<file path="src/rtl/arb16_rr_ctrl.sv">
// Sixteen-requester arbiter: fixed-priority or round-robin winner, one-hot grant held until release.
// Latency: grant registered one edge after a request is seen in IDLE; release takes one edge.
// Backpressure: none; requesters hold req until granted, owner releases via done/drop/hold limit.
module arb16_rr_ctrl #(
    parameter int unsigned HOLD_MAX = 8
) (
    input  logic        clk,
    input  logic        rst_n,
    input  logic        en,
    input  logic        mode,
    input  logic [15:0] req,
    input  logic        done,
    output logic [15:0] gnt,
    output logic [3:0]  gnt_id,
    output logic        gnt_vld,
    output logic        timeout,
    output logic        idle
);

    typedef enum logic {
        ST_IDLE = 1'b0,
        ST_BUSY = 1'b1
    } state_t;

    localparam logic [7:0] HOLD_LIM = 8'(HOLD_MAX);

    state_t      r_state;
    state_t      w_state_nxt;
    logic [15:0] r_gnt;
    logic [3:0]  r_gnt_id;
    logic        r_gnt_vld;
    logic        r_timeout;
    logic [3:0]  r_last_id;
    logic [7:0]  r_hold_cnt;

    logic [3:0]  w_win_id;
    logic [3:0]  w_rr_idx;
    logic        w_req_own;
    logic        w_hold_hit;
    logic        w_grant;
    logic        w_release;
    logic        w_timeout_nxt;

    // Winner select: the last matching assignment in each loop is the highest-priority hit.
    always_comb begin
        w_win_id = 4'd0;
        w_rr_idx = 4'd0;
        if (mode) begin
            // Offset 16 wraps to last_id itself (lowest priority); offset 1 is last_id-1 (highest).
            for (int j = 16; j >= 1; j--) begin
                w_rr_idx = r_last_id - 4'(j);
                if (req[w_rr_idx]) begin
                    w_win_id = w_rr_idx;
                end
            end
        end else begin
            for (int i = 0; i < 16; i++) begin
                if (req[i]) begin
                    w_win_id = 4'(i);
                end
            end
        end
    end

    // Next-state logic and release causes; timeout only when the hold limit is the sole cause.
    always_comb begin
        w_state_nxt   = r_state;
        w_req_own     = req[r_gnt_id];
        w_hold_hit    = (r_hold_cnt == HOLD_LIM);
        w_grant       = 1'b0;
        w_release     = 1'b0;
        w_timeout_nxt = 1'b0;
        case (r_state)
            ST_IDLE: begin
                if (en && (req != 16'd0)) begin
                    w_grant     = 1'b1;
                    w_state_nxt = ST_BUSY;
                end
            end
            ST_BUSY: begin
                if (!en || !w_req_own || done || w_hold_hit) begin
                    w_release     = 1'b1;
                    w_timeout_nxt = en && w_req_own && !done && w_hold_hit;
                    w_state_nxt   = ST_IDLE;
                end
            end
            default: w_state_nxt = ST_IDLE;
        endcase
    end

    // State register.
    always_ff @(posedge clk or negedge rst_n) begin
        if (!rst_n) begin
            r_state <= ST_IDLE;
        end else begin
            r_state <= w_state_nxt;
        end
    end

    // Grant, index, round-robin pointer and hold counter; gnt_id is kept after release.
    always_ff @(posedge clk or negedge rst_n) begin
        if (!rst_n) begin
            r_gnt      <= 16'd0;
            r_gnt_id   <= 4'd0;
            r_gnt_vld  <= 1'b0;
            r_timeout  <= 1'b0;
            r_last_id  <= 4'd0;
            r_hold_cnt <= 8'd0;
        end else begin
            r_timeout <= w_timeout_nxt;
            if (w_grant) begin
                r_gnt      <= 16'd1 << w_win_id;
                r_gnt_id   <= w_win_id;
                r_gnt_vld  <= 1'b1;
                r_last_id  <= w_win_id;
                r_hold_cnt <= 8'd1;
            end else if (w_release) begin
                r_gnt     <= 16'd0;
                r_gnt_vld <= 1'b0;
            end else if ((r_state == ST_BUSY) && (r_hold_cnt != 8'hFF)) begin
                r_hold_cnt <= r_hold_cnt + 8'd1;
            end
        end
    end

    assign gnt     = r_gnt;
    assign gnt_id  = r_gnt_id;
    assign gnt_vld = r_gnt_vld;
    assign timeout = r_timeout;
    assign idle    = (r_state == ST_IDLE) && (req == 16'd0);

endmodule

</file>
<file path="config.mk">
export PLATFORM = sky130hd
export DESIGN_NAME = arb16_rr_ctrl
export DESIGN_NICKNAME = d
export VERILOG_FILES = /design/src/rtl/arb16_rr_ctrl.sv
export SDC_FILE = /design/constraint.sdc
export NUM_CORES = 1
export LEC_CHECK = 0
export CAP_MARGIN = 20
export CORE_MARGIN = 10
export CORE_UTILIZATION = 55
export CTS_CLUSTER_SIZE = 16
export DETAILED_ROUTE_END_ITERATION = 16
export PLACE_DENSITY = 0.79
export SLEW_MARGIN = 20
export SYNTH_ARGS = -nofsm -noshare
export SYNTH_HDL_FRONTEND = slang
export SYNTH_SLANG_ARGS = --single-unit
export TNS_END_PERCENT = 10
</file>
<file path="constraint.sdc">
create_clock -name clk -period 8.85 [get_ports clk]
set_clock_uncertainty 0.15 [all_clocks]
set_input_delay 0.885 -clock clk [delete_from_list [all_inputs] [get_ports clk]]
set_output_delay 0.885 -clock clk [all_outputs]
set_load 0.02 [all_outputs]
</file>
==> results of run 1 <==
layout make-up:
class                           count  area [um^2]
Fill cell                         574         2220
Clock buffer                        7         76.3
Tap cell                           77         96.3
Sequential cell                    31          776
Timing Repair Buffer               46          453
Inverter                           15         56.3
Multi-Input combinational cell    340         2710
Clock inverter                      1         5.00
path summary, 6_finish.rpt:
path                                                from                         to  slack [ns]  cells after the start
worst max-delay path            r_last_id[1]$_DFFE_PN0P_        gnt[15]$_DFFE_PN0P_        3.39                     10
worst max register to register  r_last_id[1]$_DFFE_PN0P_        gnt[15]$_DFFE_PN0P_        3.39                     10
worst min register to register       gnt[12]$_DFFE_PN0P_        gnt[12]$_DFFE_PN0P_        0.33                      2
worst min-delay path                 gnt[12]$_DFFE_PN0P_        gnt[12]$_DFFE_PN0P_        0.33                      2
max in group asynchronous                          rst_n  r_hold_cnt[3]$_DFFE_PN0P_        7.41                      2
min in group asynchronous                          rst_n        gnt[12]$_DFFE_PN0P_        0.84                      2
flip-flops by register name, summed over array words and instances (netlist names):
name and flops:
gnt 16, r_hold_cnt 8, r_last_id 4, gnt_vld 1, r_state 1, timeout 1
synth_stat cells (all sizes together), types with 3 or more instances:
cell type	count
nor3	9
a22oi	3
mux4	19
o2111a	3
and2	6
xor2	5
inv	15
mux2	10
and3	4
nor2b	9
or2	5
buf	14
o21a	3
o22ai	6
xnor2	11
nand2	28
a32o	8
o21bai	5
dfrtp	31
clkbuf	8
o221ai	5
mux2i	33
nor2	39
nor3b	3
a221o	4
o31ai	12
nand3	13
nor4	5
a2111oi	3
nand2b	8
o21ai	13
a21oi	18
nand3b	3
o211ai	3
a211oi	8
ha	9
metrics by stage:
| step | utilization [%] | worst slack, ns | std cells |
|---|---|---|---|
| detailed placement | 64.0 | 3.48 | 509 |
| finish | 65.3 | 3.39 | 517 |
| global route | 65.3 | 3.04 | 517 |
| floorplan | - | 4.27 | 408 |
| CTS | 65.3 | 3.44 | 517 |
| global placement | 64.0 | 3.60 | 509 |
metal layers:
| layer | wire length, um | vias to the layer above |
|---|---|---|
| met3 | 1020 | 16 |
| met5 | 0 | - |
| met2 | 5190 | 205 |
| met4 | 164 | 0 |
| met1 | 4850 | 1776 |
| li1 | - | 1647 |
cells by family after synthesis:
group,after synthesis,share of synthesized area [%]
compound gates,116,24.1
xor+xnor,16,4.46
fa+ha+maj,9,3.09
buf+inv,37,4.53
flops,31,21.3
mux,62,23.9
simple gates,137,18.7
worst max-delay path: cells and delay by family, from the launching register on:
family / cells / cell delay [ns]
buf+inv: 1 / 0.38
fa+ha+maj: 1 / 0.78
flops: 1 / 1.03
mux: 2 / 1.26
simple gates: 2 / 0.49
compound gates: 4 / 1.27
==> metrics.md, run 1 <==
| Metric | Value |
|---|---|
| Cell area after placement | 4090 um^2 |
| Top Usage Layer GRT | met2 |
| Final setup viols | 0 |
| DRC viols | 0 |
| Crit path largest cell delay | 1.03 ns |
| Antenna cell count | 0 |
| Worst Path Class, Setup | reg2reg |
| Routability cong. | 1.02 |
| I/O pin cnt | 44 |
| Area Growth Syn to Fin | 14.3% |
| Hpwl dp | 8.55 mm |
| CTS H-tree depth | 2 |
| Starting DRT DRC Count | 413 |
| Grt ovf | 0 |
| Die Y-Extent | 101 um |
| Maxcap violations | 0 |
| Synth Area per Inst | 8.94 um^2 |
| Slew @ Worst Pin | 1.04 ns |
| Met2 GRT Util | 32.0% |
| Clock transition at the registers of the reported paths | 0.07 ns |
| Setup bufs post-CTS | 0 |
| # nets final | 469 |
| Commonest non-fill, non-tap cell in the layout | clkdlybuf4s50_1 |
| Synth Instances | 408 |
| Vias/cell | 7.05 |
| Number of port buffers | 43 |
| Crit-path max FO | 24 |
| Site row count | 29 |
| Resized Gates After CTS | 0 |
| Rel. slew slack | 30.3% |
| Met1 Track Usage GR | 30.9% |
| Largest net degree at the start of global routing | 37 |
| DR vias | 3,644 |
| CP Cell Sequence | inv_1 -> ha_1 -> mux4_2 -> mux4_2 -> nor3_1 -> a221o_1 -> nor3_1 -> a211oi_1 -> a31o_1 -> a32o_1 |
| Clock buffer count from CTS | 5 |
| RSZ-0062 raised after global routing | false |
| Die width | 101 um |
| Min Tclk post-route | 5.46 ns |
| Avg WL per Cell | 21.7 um |
| Most common flop cell mapped by yosys | dfrtp_1 |
| Number of synthesized flops with an enable pin | 0 |
| Synth area leader | dfrtp_1 |
| Top cells by area, synth | dfrtp_1 21%, mux4_2 12%, mux2i_1 9.1% |
| CTS max path bufs | 2 |
| Sequential share of the synthesized area | 21.3% |
| Initial core utilization | 57.1% |
| Worst-Skew Late Latency | 0.28 ns |
| Met3 Use GR | 4.36% |
| Asr flop ratio synth | 100% |
| Hold Path Class | reg2reg |
| Final-layout worst hold slack | 0.333 ns |
| Hold buffers post-CTS | 0 |
| Final Cycle Share | 61.7% |
| Share of layout cells above drive strength 1 | 11.6% |
| Crit path capture type | flop |
| WP data arrival | 5.52 ns |
| Setup TNS | 0 ns |
| Tot GR Track Use | 21.4% |
| CTS tree | done |
| Core Region | 6390 um^2 |
| Post-layout instance area | 4170 um^2 |
| Synth top area share | 21.3% |
| Pre-Repair DR Iteration Count | 7 |
| Startpoint Class | flop |
| FMAX | 183 MHz |
| Initial antenna violation count | 0 |
| Die ar. | 10,300 um^2 |
| First-pass GRT wire length | 18.0 mm |
| Syn_nets | 438 |
| Data required time of the worst path | 8.91 ns |
| Critical-path top delay cell | dfrtp_1 |
| Status | finished, final reports clean |
| Vias in the first global route | 3,330 |
| WL final | 11.2 mm |
| ANT nets after route | 0 |
| Most frequent cells in the layout | 43 x clkdlybuf4s50_1, 39 x nor2_1, 33 x mux2i_1 |
| Syn Std Cell Area | 3650 um^2 |
| Final number of max-transition violations | 0 |
| Root buf cell | clkbuf_8 |
| FF+latch count, synth | 31 |
| YS warnings | 0 |
| Final hold vios | 0 |
| Clock sinks | 31 |
| Unique masters post-synth | 67 |
Power of run 1 is left out: the tool's default activity adds up to more than one toggle a clock period on the data nets, which glitch-free logic cannot reach.
==> inputs of run 2 (changes only) <==
==> constraint.sdc (replaced) <==
create_clock -name clk -period 5.2 [get_ports clk]
set_clock_uncertainty 0.15 [all_clocks]
set_input_delay 0.52 -clock clk [delete_from_list [all_inputs] [get_ports clk]]
set_output_delay 0.52 -clock clk [all_outputs]
set_load 0.02 [all_outputs]
==> metrics.md, run 2 (synthesis results as in run 1) <==
| Metric | Value |
|---|---|
| Slew @ Worst Pin | 0.914 ns (was 1.04 ns) |
| Min Tclk post-route | 4.61 ns (was 5.46 ns) |
| Rel. slew slack | 38.8% (was 30.3%) |
| DR vias | 3,642 (was 3,644) |
| Clock sinks | 31 (unchanged) |
| Final Cycle Share | 88.7% (was 61.7%) |
| I/O pin cnt | 44 (unchanged) |
| Site row count | 29 (unchanged) |
| CTS H-tree depth | 2 (unchanged) |
| Setup TNS | 0 ns (unchanged) |
| Crit path capture type | flop (unchanged) |
| Die Y-Extent | 101 um (unchanged) |
| CP delay by family, top | compound AO/OA/AOI/OAI gates (unchanged) |
| Pre-Repair DR Iteration Count | 6 (was 7) |
| WL final | 11.2 mm (about the same) |
| Hold Path Class | reg2reg (unchanged) |
| Avg WL per Cell | 21.6 um (was 21.7 um) |
| CP Cell Sequence | inv_1 -> buf_4 -> ha_1 -> mux4_2 -> mux4_2 -> nor2_1 -> o211ai_1 -> a2111oi_0 -> o41a_1 -> nor3b_1 -> a32o_1 (was inv_1 -> ha_1 -> mux4_2 -> mux4_2 -> nor3_1 -> a221o_1 -> nor3_1 -> a211oi_1 -> a31o_1 -> a32o_1) |
| Starting DRT DRC Count | 431 (was 413) |
| Core Region | 6390 um^2 (unchanged) |
| Resized Gates After CTS | 0 (unchanged) |
| Final setup viols | 0 (unchanged) |
| Worst Path Class, Setup | reg2reg (unchanged) |
| # nets final | 474 (was 469) |
| Crit-path max FO | 14 (was 24) |
| Dpl ws | 0.737 ns (was 3.48 ns) |
| Hpwl dp | 8.48 mm (was 8.55 mm) |
| Clock buffer count from CTS | 5 (unchanged) |
| CP most frequent cell | mux4_2 |
| Clock transition at the registers of the reported paths | 0.06 ns (was 0.07 ns) |
| Routability cong. | 1.00 (was 1.02) |
| RSZ-0062 raised after global routing | false (unchanged) |
| CTS max path bufs | 2 (unchanged) |
| Data required time of the worst path | 5.26 ns (was 8.91 ns) |
| FMAX | 217 MHz (was 183 MHz) |
| WP data arrival | 4.68 ns (was 5.52 ns) |
| Vias in the first global route | 3,426 (was 3,330) |
| Max FFs per register | 16 (unchanged) |
| Root buf cell | clkbuf_8 (unchanged) |
| Die width | 101 um (unchanged) |
| Post-route setup slack | 0.586 ns (was 3.39 ns) |
| Number of port buffers | 43 (unchanged) |
| Initial core utilization | 57.1% (unchanged) |
| CTS tree | done (unchanged) |
| Final hold vios | 0 (unchanged) |
| Vias/cell | 7.00 (was 7.05) |
| Most frequent cells in the layout | 43 x clkdlybuf4s50_1, 39 x nor2_1, 33 x mux2i_1 (unchanged) |
| Critical-path top delay cell | ha_1 (was dfrtp_1) |
| Initial antenna violation count | 0 (unchanged) |
| Commonest non-fill, non-tap cell in the layout | clkdlybuf4s50_1 (unchanged) |
| Cell area after placement | 4130 um^2 (was 4090 um^2) |
| Worst-Skew Late Latency | 0.28 ns (about the same) |
| Setup bufs post-CTS | 0 (unchanged) |
| Hold buffers post-CTS | 0 (unchanged) |
| Largest net degree at the start of global routing | 36 (was 37) |
| Antenna cell count | 0 (unchanged) |
| Startpoint Class | flop (unchanged) |
| Status | finished, final reports clean (unchanged) |
| Die ar. | 10,300 um^2 (unchanged) |
| Grt ovf | 0 (unchanged) |
| Buf+Inv Stages, Crit Path | 2 (was 1) |
| ANT nets after route | 0 (unchanged) |
| Share of layout cells above drive strength 1 | 12.4% (was 11.6%) |
| Post-layout instance area | 4200 um^2 (was 4170 um^2) |
| First-pass GRT wire length | 17.8 mm (was 18.0 mm) |
| Final number of max-transition violations | 0 (unchanged) |
| Maxcap violations | 0 (unchanged) |
| Crit path largest cell delay | 0.68 ns (was 1.03 ns) |
| Area Growth Syn to Fin | 15.1% (was 14.3%) |
| DRC viols | 0 (unchanged) |
| Tot GR Track Use | 21.2% (was 21.4%) |
-- run 2: cell count changes in the layout (fill, tap and decap cells not counted), sizes merged --
cell | previous run | this run
clkinv | 1 | 0
clkbuf | 7 | 6
buf | 3 | 8
-- run 2: worst register-to-register path, cell delays in order, from the launching register on --
cell and delay, ns:
dfrtp_1 0.35, inv_1 0.04, buf_4 0.16, ha_1 0.68, mux4_2 0.65, mux4_2 0.60, nor2_1 0.20, o211ai_1 0.21
a2111oi_0 0.57, o41a_1 0.43, nor3b_1 0.30, a32o_1 0.20
-- run 2: path summary, 6_finish.rpt --
kind                                           from                        end  slack, ns  depth (start not counted)
max reg2reg                r_last_id[1]$_DFFE_PN0P_         gnt[7]$_DFFE_PN0P_       0.59                         11
max                        r_last_id[1]$_DFFE_PN0P_         gnt[7]$_DFFE_PN0P_       0.59                         11
min in group asynchronous                     rst_n        gnt[13]$_DFFE_PN0P_       0.48                          2
min reg2reg                      gnt[4]$_DFFE_PN0P_         gnt[4]$_DFFE_PN0P_       0.33                          2
max in group asynchronous                     rst_n  r_hold_cnt[0]$_DFFE_PN0P_       4.13                          2
min                              gnt[4]$_DFFE_PN0P_         gnt[4]$_DFFE_PN0P_       0.33                          2
-- run 2: through the flow --
stage | utilization (%) | hold slack [ns] | cells
5_1_grt | 65.8 | 0.355 | 520
4_1_cts | 65.8 | 0.331 | 520
3_3_place_gp | 64.6 | 0.311 | 514
6_report | 65.8 | 0.328 | 520
2_1_floorplan | - | 0.0744 | 408
3_5_place_dp | 64.6 | 0.318 | 514
-- run 2: layer usage --
layer | vias to the layer above | part of all wire, % | GRT usage [%]
li1 | 1659 | - | -
met1 | 1740 | 42 | 30.6
met2 | 219 | 46 | 31.4
met3 | 24 | 9.7 | 3.27
met4 | 0 | 2.3 | 6.75
met5 | - | 0 | 0
-- run 2: area by class of cell --
type / instances / area, um^2
repair buffers: 51 / 490
clock buffers: 6 / 72.6
inverters: 15 / 56.3
multi-input cells: 340 / 2710
flip-flops and latches: 31 / 776
well taps: 77 / 96.3
fillers: 547 / 2190
Power of run 2 is left out for the same reason.
